==> src/rtl/sysctrl_pkg.sv <==
// Shared definitions for the byte-strobe system-control link:
// command codes, status signature bytes and the initiator FSM states.
package sysctrl_pkg;

  localparam logic [7:0] CMD_STATUS  = 8'h00;
  localparam logic [7:0] CMD_LEDS    = 8'h01;
  localparam logic [7:0] CMD_COLOR   = 8'h02;
  localparam logic [7:0] CMD_BUTTONS = 8'h03;
  localparam logic [7:0] CMD_CONFIG  = 8'h04;
  localparam logic [7:0] CMD_IRQ     = 8'h05;

  localparam logic [7:0] STATUS_SIG0 = 8'h5C;
  localparam logic [7:0] STATUS_SIG1 = 8'h42;

  typedef enum logic [2:0] {
    ST_IDLE,
    ST_CMD,
    ST_GAP,
    ST_DATA,
    ST_DONE
  } state_t;

endpackage

==> src/rtl/sysctrl_initiator.sv <==
// Initiator end of the byte-strobe system-control link: sends a start/command byte plus
// payload bytes and collects one reply byte per payload byte. Optional IRQ polling: SYSCTRL_INIT_IRQ_POLL_EN.
module sysctrl_initiator
  import sysctrl_pkg::*;
#(
  parameter  int MAX_LEN = 4,
  parameter  int GAP     = 2,
  localparam int LW      = $clog2(MAX_LEN + 1)
) (
  input  logic                 clk,
  input  logic                 reset_n,
  input  logic                 req_valid,
  output logic                 req_ready,
  input  logic [7:0]           req_cmd,
  input  logic [LW-1:0]        req_len,
  input  logic [8*MAX_LEN-1:0] req_data,
  output logic                 rsp_valid,
  output logic [8*MAX_LEN-1:0] rsp_data,
  output logic                 busy,
  output logic                 data_out_strobe,
  output logic                 data_out_start,
  output logic [7:0]           data_out,
  input  logic [7:0]           data_in
`ifdef SYSCTRL_INIT_IRQ_POLL_EN
  ,
  input  logic                 int_n,
  output logic                 irq_valid,
  output logic [7:0]           irq_status
`endif
);

  localparam int GW = $clog2(GAP + 1);

  if (GAP < 1 || MAX_LEN < 1) begin : g_param_check
    $error("sysctrl_initiator: GAP and MAX_LEN must both be >= 1");
  end

  state_t               state, state_d;
  logic [7:0]           cmd_q;
  logic [LW-1:0]        len_q;
  logic [LW-1:0]        idx;
  logic [8*MAX_LEN-1:0] pay_q;
  logic [GW-1:0]        gap_cnt;
  logic                 accept, launch, gap_last, sample;
  logic [LW-1:0]        len_clamped;

  function automatic logic [7:0] byte_at(input logic [8*MAX_LEN-1:0] v, input logic [LW-1:0] i);
    logic [7:0] b;
    b = 8'h00;
    for (int k = 0; k < MAX_LEN; k++) begin
      if (i == LW'(k)) b = v[8*k +: 8];
    end
    return b;
  endfunction

  assign accept      = (state == ST_IDLE) && req_valid;
  assign len_clamped = (req_len > LW'(MAX_LEN)) ? LW'(MAX_LEN) : req_len;
  assign gap_last    = (gap_cnt == GW'(GAP - 1));
  // idx counts payload bytes already strobed, so idx==0 marks the gap after the command byte.
  assign sample      = (state == ST_GAP) && gap_last && (idx != '0);

`ifdef SYSCTRL_INIT_IRQ_POLL_EN
  logic poll_start, poll_q;
  assign poll_start = (state == ST_IDLE) && !req_valid && !int_n;
  assign launch     = accept || poll_start;
  assign rsp_valid  = (state == ST_DONE) && !poll_q;
  assign irq_valid  = (state == ST_DONE) && poll_q;
`else
  assign launch     = accept;
  assign rsp_valid  = (state == ST_DONE);
`endif

  assign req_ready       = (state == ST_IDLE);
  assign busy            = (state != ST_IDLE);
  assign data_out_strobe = (state == ST_CMD) || (state == ST_DATA);
  assign data_out_start  = (state == ST_CMD);

  always_comb begin
    data_out = 8'h00;
    if (state == ST_CMD)       data_out = cmd_q;
    else if (state == ST_DATA) data_out = byte_at(pay_q, idx);
  end

  always_comb begin
    state_d = state;
    unique case (state)
      ST_IDLE: if (launch) state_d = ST_CMD;
      ST_CMD:  state_d = ST_GAP;
      ST_DATA: state_d = ST_GAP;
      ST_GAP:  if (gap_last) state_d = (idx < len_q) ? ST_DATA : ST_DONE;
      ST_DONE: state_d = ST_IDLE;
      default: state_d = ST_IDLE;
    endcase
  end

  always_ff @(posedge clk or negedge reset_n) begin
    if (!reset_n) state <= ST_IDLE;
    else          state <= state_d;
  end

  always_ff @(posedge clk or negedge reset_n) begin
    if (!reset_n) begin
      cmd_q    <= '0;
      len_q    <= '0;
      pay_q    <= '0;
      idx      <= '0;
      gap_cnt  <= '0;
      rsp_data <= '0;
`ifdef SYSCTRL_INIT_IRQ_POLL_EN
      poll_q     <= 1'b0;
      irq_status <= '0;
`endif
    end else begin
      if (accept) begin
        cmd_q    <= req_cmd;
        len_q    <= len_clamped;
        pay_q    <= req_data;
        idx      <= '0;
        rsp_data <= '0;
`ifdef SYSCTRL_INIT_IRQ_POLL_EN
        poll_q   <= 1'b0;
      end else if (poll_start) begin
        // Self-issued IRQ poll leaves the user response registers untouched.
        cmd_q    <= CMD_IRQ;
        len_q    <= LW'(1);
        pay_q    <= '0;
        idx      <= '0;
        poll_q   <= 1'b1;
`endif
      end

      if (state == ST_CMD || state == ST_DATA) gap_cnt <= '0;
      else if (state == ST_GAP)                gap_cnt <= gap_cnt + GW'(1);

      if (state == ST_DATA) idx <= idx + LW'(1);

`ifdef SYSCTRL_INIT_IRQ_POLL_EN
      if (sample && poll_q) begin
        irq_status <= data_in;
      end else if (sample) begin
`else
      if (sample) begin
`endif
        for (int k = 0; k < MAX_LEN; k++) begin
          if (idx == LW'(k + 1)) rsp_data[8*k +: 8] <= data_in;
        end
      end
    end
  end

endmodule

==> config.mk <==
export PLATFORM = sky130hd
export DESIGN_NAME = sysctrl_initiator
export DESIGN_NICKNAME = d
export VERILOG_FILES = /design/src/rtl/sysctrl_pkg.sv /design/src/rtl/sysctrl_initiator.sv
export SDC_FILE = /design/constraint.sdc
export NUM_CORES = 1
export LEC_CHECK = 0
export ABC_AREA = 1
export CAP_MARGIN = 20
export CORE_MARGIN = 5
export CORE_UTILIZATION = 54
export DETAILED_ROUTE_END_ITERATION = 8
export GPL_ROUTABILITY_DRIVEN = 0
export PLACE_DENSITY = 0.95
export SLEW_MARGIN = 20
export SYNTH_ARGS = -nofsm -noshare
export SYNTH_HDL_FRONTEND = slang
export SYNTH_SLANG_ARGS = --single-unit
==> constraint.sdc <==
create_clock -name clk -period 5.4 [get_ports clk]
set_input_delay 0.54 -clock clk [delete_from_list [all_inputs] [get_ports clk]]
set_output_delay 0.54 -clock clk [all_outputs]
set_load 0.02 [all_outputs]
# Word level (Yosys, flattened, before mapping)
# Index checks and enable logic that the tools add are counted.
[classes]
n_mul = 0
bitwise_logic = 0
order_cmp = 2
shifts = 0
n_reduce_logical = 12
n_addsub = 2
div = 0
eq_ne = 11
mux = 21
[ops]
columns = ["operator", "count"]
rows = [
  ["two-way mux 8 bit", 10],
  ["two-way mux 32 bit", 2],
  ["two-way mux 3 bit", 6],
  ["equality test 3 x 2 -> 1 bit (second input constant)", 4],
  ["case mux 3 bit (3 select lines)", 1],
  ["equality test 3 x 1 -> 1 bit (second input constant)", 2],
  ["equality test 3 bit (second input constant)", 2],
  ["zero test 3 bit", 2],
  ["nonzero test 3 bit", 2],
  ["two-way mux 2 bit", 2],
  ["nonzero test 2 bit", 2],
  ["adder 3 x 1 -> 3 bit (second input constant)", 1],
  ["> comparator 3 bit (second input constant)", 1],
  ["logical AND 1 bit", 3],
  ["< comparator 3 bit", 1],
  ["adder 2 x 1 -> 2 bit (second input constant)", 1],
  ["equality test 2 x 1 -> 1 bit (second input constant)", 1],
  ["!= test 2 x 1 -> 1 bit (second input constant)", 1],
  ["!= test 2 bit (second input constant)", 1],
  ["AND reduction 2 bit", 1],
  ["OR reduction 2 bit", 1],
  ["logical OR 1 bit", 1],
]
[word_totals]
word_cells = 55
mem_bits_rw = 0
latchBits = 0
reg_bits = 83
romBits = 0
n_memories = 0
input_bits = 54

# Longest topological paths before layout
[depth]
word_depth = 7
ltp_mapped = 11

# Worst setup path after synthesis
# Ideal clock, no wire load.
[synth_path]
path_kind = "register to output"
startpoint = "register idx[2]"
endpoint = "output port data_out[2]"
arrival_time_ps = 1681
n_path_buf = 3
slack_ps = 3179
stages_incl_launch_ff = 11
path_cell_list = "dfrtp_1 -> inv_1 -> buf_2 -> ha_1 -> buf_2 -> inv_1 -> buf_2 -> nor2_1 -> nor2_1 -> nand2_1 -> nand2_1"
[synth_between]
elab_chain_len = 7
elab_cells_between_ends = 10
[synth_rtl]
columns = ["item", "line", "source"]
rows = [
  ["start, declared", "sysctrl_initiator.sv:41", "logic [LW-1:0] idx;"],
  ["start signal, assigned", "sysctrl_initiator.sv:135", "if (state == ST_DATA) idx <= idx + LW'(1);"],
  ["zero test 3 bit", "sysctrl_initiator.sv:51", "if (i == LW'(k)) b = v[8*k +: 8];"],
  ["two-way mux 8 bit (3 in series)", "sysctrl_initiator.sv:51", ""],
  ["two-way mux 8 bit *", "sysctrl_initiator.sv:51", ""],
  ["two-way mux 8 bit *", "sysctrl_initiator.sv:81", "else if (state == ST_DATA) data_out = byte_at(pay_q, idx);"],
  ["two-way mux 8 bit *", "sysctrl_initiator.sv:80", "if (state == ST_CMD) data_out = cmd_q;"],
  ["end, declared", "sysctrl_initiator.sv:22", "output logic [7:0] data_out,"],
]
# Mark *: on every way between the ends. The rest lies on a longest branch, timed or not.

# Worst setup path in the final report
[layout_path]
startpoint = "register idx[0]"
endpoint = "output port data_out[0]"
# Same word-level chain as after synthesis.

==> flow_summary_export.csv <==
group,metric,value,unit
detailed_routing,drtIter0Drc,215,
timing,max_freq,0.289,GHz
final_layout,antennaDiodeCount,0,
clock_tree,root_buffer,"clkbuf_8",
die,die_y,97.7,um
yosys,synth_area_leaders,"dfrtp_1 (50%), nand2_1 (25%), inv_1 (5.5%), nand4_1 (3.6%), nand3_1 (3.3%)",
clock_tree,cts_setup_buffers,0,
power,power.density,479,nW/um^2
final_layout,layout_commonest_cell,"nand2_1",
clock_tree,cts-resized-gates,0,
yosys,synth_top_family_by_area,"simple AND/OR/NAND/NOR gates",
die,die_area,9550,um^2
clock_tree,clock_latency,350,ps
worst_setup_path,worst-r2r-cell-count,7,
outcome,status,"complete, no violations",
detailed_routing,post-route-drc-count,0,
grt,grt_antenna_before_repair,0,
worst_setup_path,timing.rr.end,"rsp_data[27]",
place,port-buffer-count,98,
power,power.leakage,2.98,nW
grt,grt_pass1_wl,18000,um
final_layout,final_cell_mix,"nand2_1 (275), clkdlybuf4s50_1 (97), dfrtp_1 (83)",
worst_setup_path,path_max_fanout,18,
die,rows,32,
place,placed_cells,732,
final_layout,regArea,2080,um^2
timing,max_slew_margin,0.284,
yosys,async_reset_ff_frac,1.00,
place,hpwl,7510,um
detailed_routing,num_vias,3925,
yosys,synthXorXnorAreaFrac,0,
run,maxCapViolCount,0,
worst_setup_path,cpPeakStageDelay,540,ps
die,die_w,97.7,um
yosys,syn-num-nets,617,
yosys,synth_seq_cells,83,
worst_setup_path,crit_chain,"inv_1, ha_1, inv_1, nor2_2, inv_1, nand3_1, nand2_1, nand2_1, nand2_1, clkdlybuf4s50_1",
timing,tightest_slew,1070,ps
worst_setup_path,critPathSlowestCell,"nor2_2",
yosys,synth_edf_count,0,
yosys,synth_top_area_frac,0.500,
timing,rsz0062_at_grt,"no",
die,initial_core_util,0.547,
final_layout,drive_above_1_share,0.0465,
worst_setup_path,cp-start-kind,"flip-flop",
timing,finalSetupTns,0,ps
die,core_region_area,7610,um^2
final_layout,nNetsFinal,703,
clock_tree,clock-sinks,83,
worst_setup_path,crit-reg2reg-launch,"state[2]",
yosys,syn-instance-count,555,
yosys,synth-simple-area-share,0.358,
timing,final-max-slew-violation-count,0,
detailed_routing,drt_pre_antenna_iters,5,
timing,skew,8.12,ps
timing,min_period,3460,ps
worst_setup_path,cp.arrival,2920,ps
yosys,synth_compound_area_frac,0.0235,
detailed_routing,drt_wl_total,10800,um
grt,overflow,0,
timing,setup_violations,0,
yosys,synth_ff_type,"dfrtp_1",
yosys,yosysSeqAreaShare,0.500,
final_layout,fillers,596,
timing,final_hold_viol_count,0,
timing,finalCritPeriodShare,0.640,
grt,track_usage,0.231,
clock_tree,clk_pin_slew,80,ps
worst_hold_path,hp-class,"input port to asynchronous set/reset pin",
yosys,avgSynthCellArea,7.49,um^2
yosys,synth_fa_ha_area_frac,0.0241,
detailed_routing,viasPerCell,5.25,
worst_setup_path,worstSetupPathType,"flip-flop to primary output",
clock_tree,ctsHoldBuffers,0,
yosys,yosysWarnings,0,
worst_setup_path,end_kind,"primary output",
final_layout,stdcell_count,747,
yosys,yosys.area.top_type,"dfrtp_1",
yosys,synthMuxAreaShare,0,
yosys,syn_area,4160,um^2
worst_setup_path,r2r_slack,3100,ps
final_layout,final_util,0.700,
die,io_pins,99,
grt,grt_max_degree,84,
yosys,yosysUniqueCellTypes,20,
final_layout,multi_input_area,1680,um^2
clock_tree,cts_tree,"yes",
detailed_routing,drtAntennaViolNets,0,
clock_tree,ctsHtreeMaxLevel,3,
grt,grt_pass1_vias,3912,
final_layout,areaGrowthSynthToFinish,28.1,%
detailed_routing,wire_per_inst,14.4,um
clock_tree,cts_buffers,9,
worst_setup_path,cp_data_required_time,4860,ps
clock_tree,clock_path_buffers,2,
power,ir_drop,0.341,mV
## synth_stat cells (6+ instances only)
master	count
buf_2	11
dfrtp_1	83
ha_1	8
inv_1	61
nand2_1	275
nand3_1	27
nand4_1	24
nor2_1	17
nor2_2	6
o21ai_0	13
## worst max path at each step
stage                      start           to  slack [ps]  cells past startpoint
after global routing      idx[0]  data_out[0]        1700                     10
after floorplan           idx[2]  data_out[2]        3180                     10
final                     idx[0]  data_out[0]        1940                     10
after CTS                 idx[0]  data_out[0]        1960                     10
after global placement    idx[2]  data_out[6]        2500                      9
after detailed placement  idx[2]  data_out[0]        2440                      9
## metrics by stage
step	cell area (um^2)	worst slack (ps)	total power [mW]	hold slack [ps]
2_1_floorplan	4160	3180	1.70	244
3_3_place_gp	5110	2500	1.99	462
3_5_place_dp	5110	2440	2.05	471
4_1_cts	5320	1960	2.55	403
5_1_grt	5330	1700	2.73	284
6_report	5330	1940	2.55	212
## routing by layer
metal | GRT usage | wire length [um] | vias to the layer above | part of all wire
met1 | 0.288 | 4300 | 1800 | 0.40
li1 | - | - | 1869 | -
met2 | 0.376 | 5150 | 212 | 0.48
met3 | 0.0457 | 805 | 44 | 0.075
met4 | 0.134 | 508 | 0 | 0.047
met5 | 0 | 0 | - | 0
## power by group
group,internal [mW],total [mW],switching (mW)
clock network,0.272,0.485,0.213
registers,0.822,0.944,0.121
logic,0.387,1.12,0.738
total,1.48,2.55,1.07
## logic make-up (layout without fill, tap and decap cells)
family	Yosys count	in the layout
flip-flops	83	83
AND/OR/NAND/NOR	357	357
AO/OA/AOI/OAI	19	19
buffers and inverters	88	178
adder cells (fa/ha/maj)	8	8
## final cells by class
type | instances | area share
clock inverters | 2 | 0.0113
multi-input cells | 384 | 0.316
flip-flops and latches | 83 | 0.390
repair buffers | 99 | 0.186
clock buffers | 13 | 0.0279
well taps | 102 | 0.0240
inverters | 64 | 0.0451
## worst max-delay path, delay by kind of cell, from the launching register on
kind                       cells  cell delay (ps)
adders and majority gates      1              150
buffers and inverters          4             1030
DFF                            1              430
and+or+nand+nor                5              950
## registers in the layout (all words and copies together), names as in the netlist
signal / count
cmd_q: 8
gap_cnt: 2
idx: 3
len_q: 3
pay_q: 32
rsp_data: 32
state: 3
(Power assumes the default switching activity.)
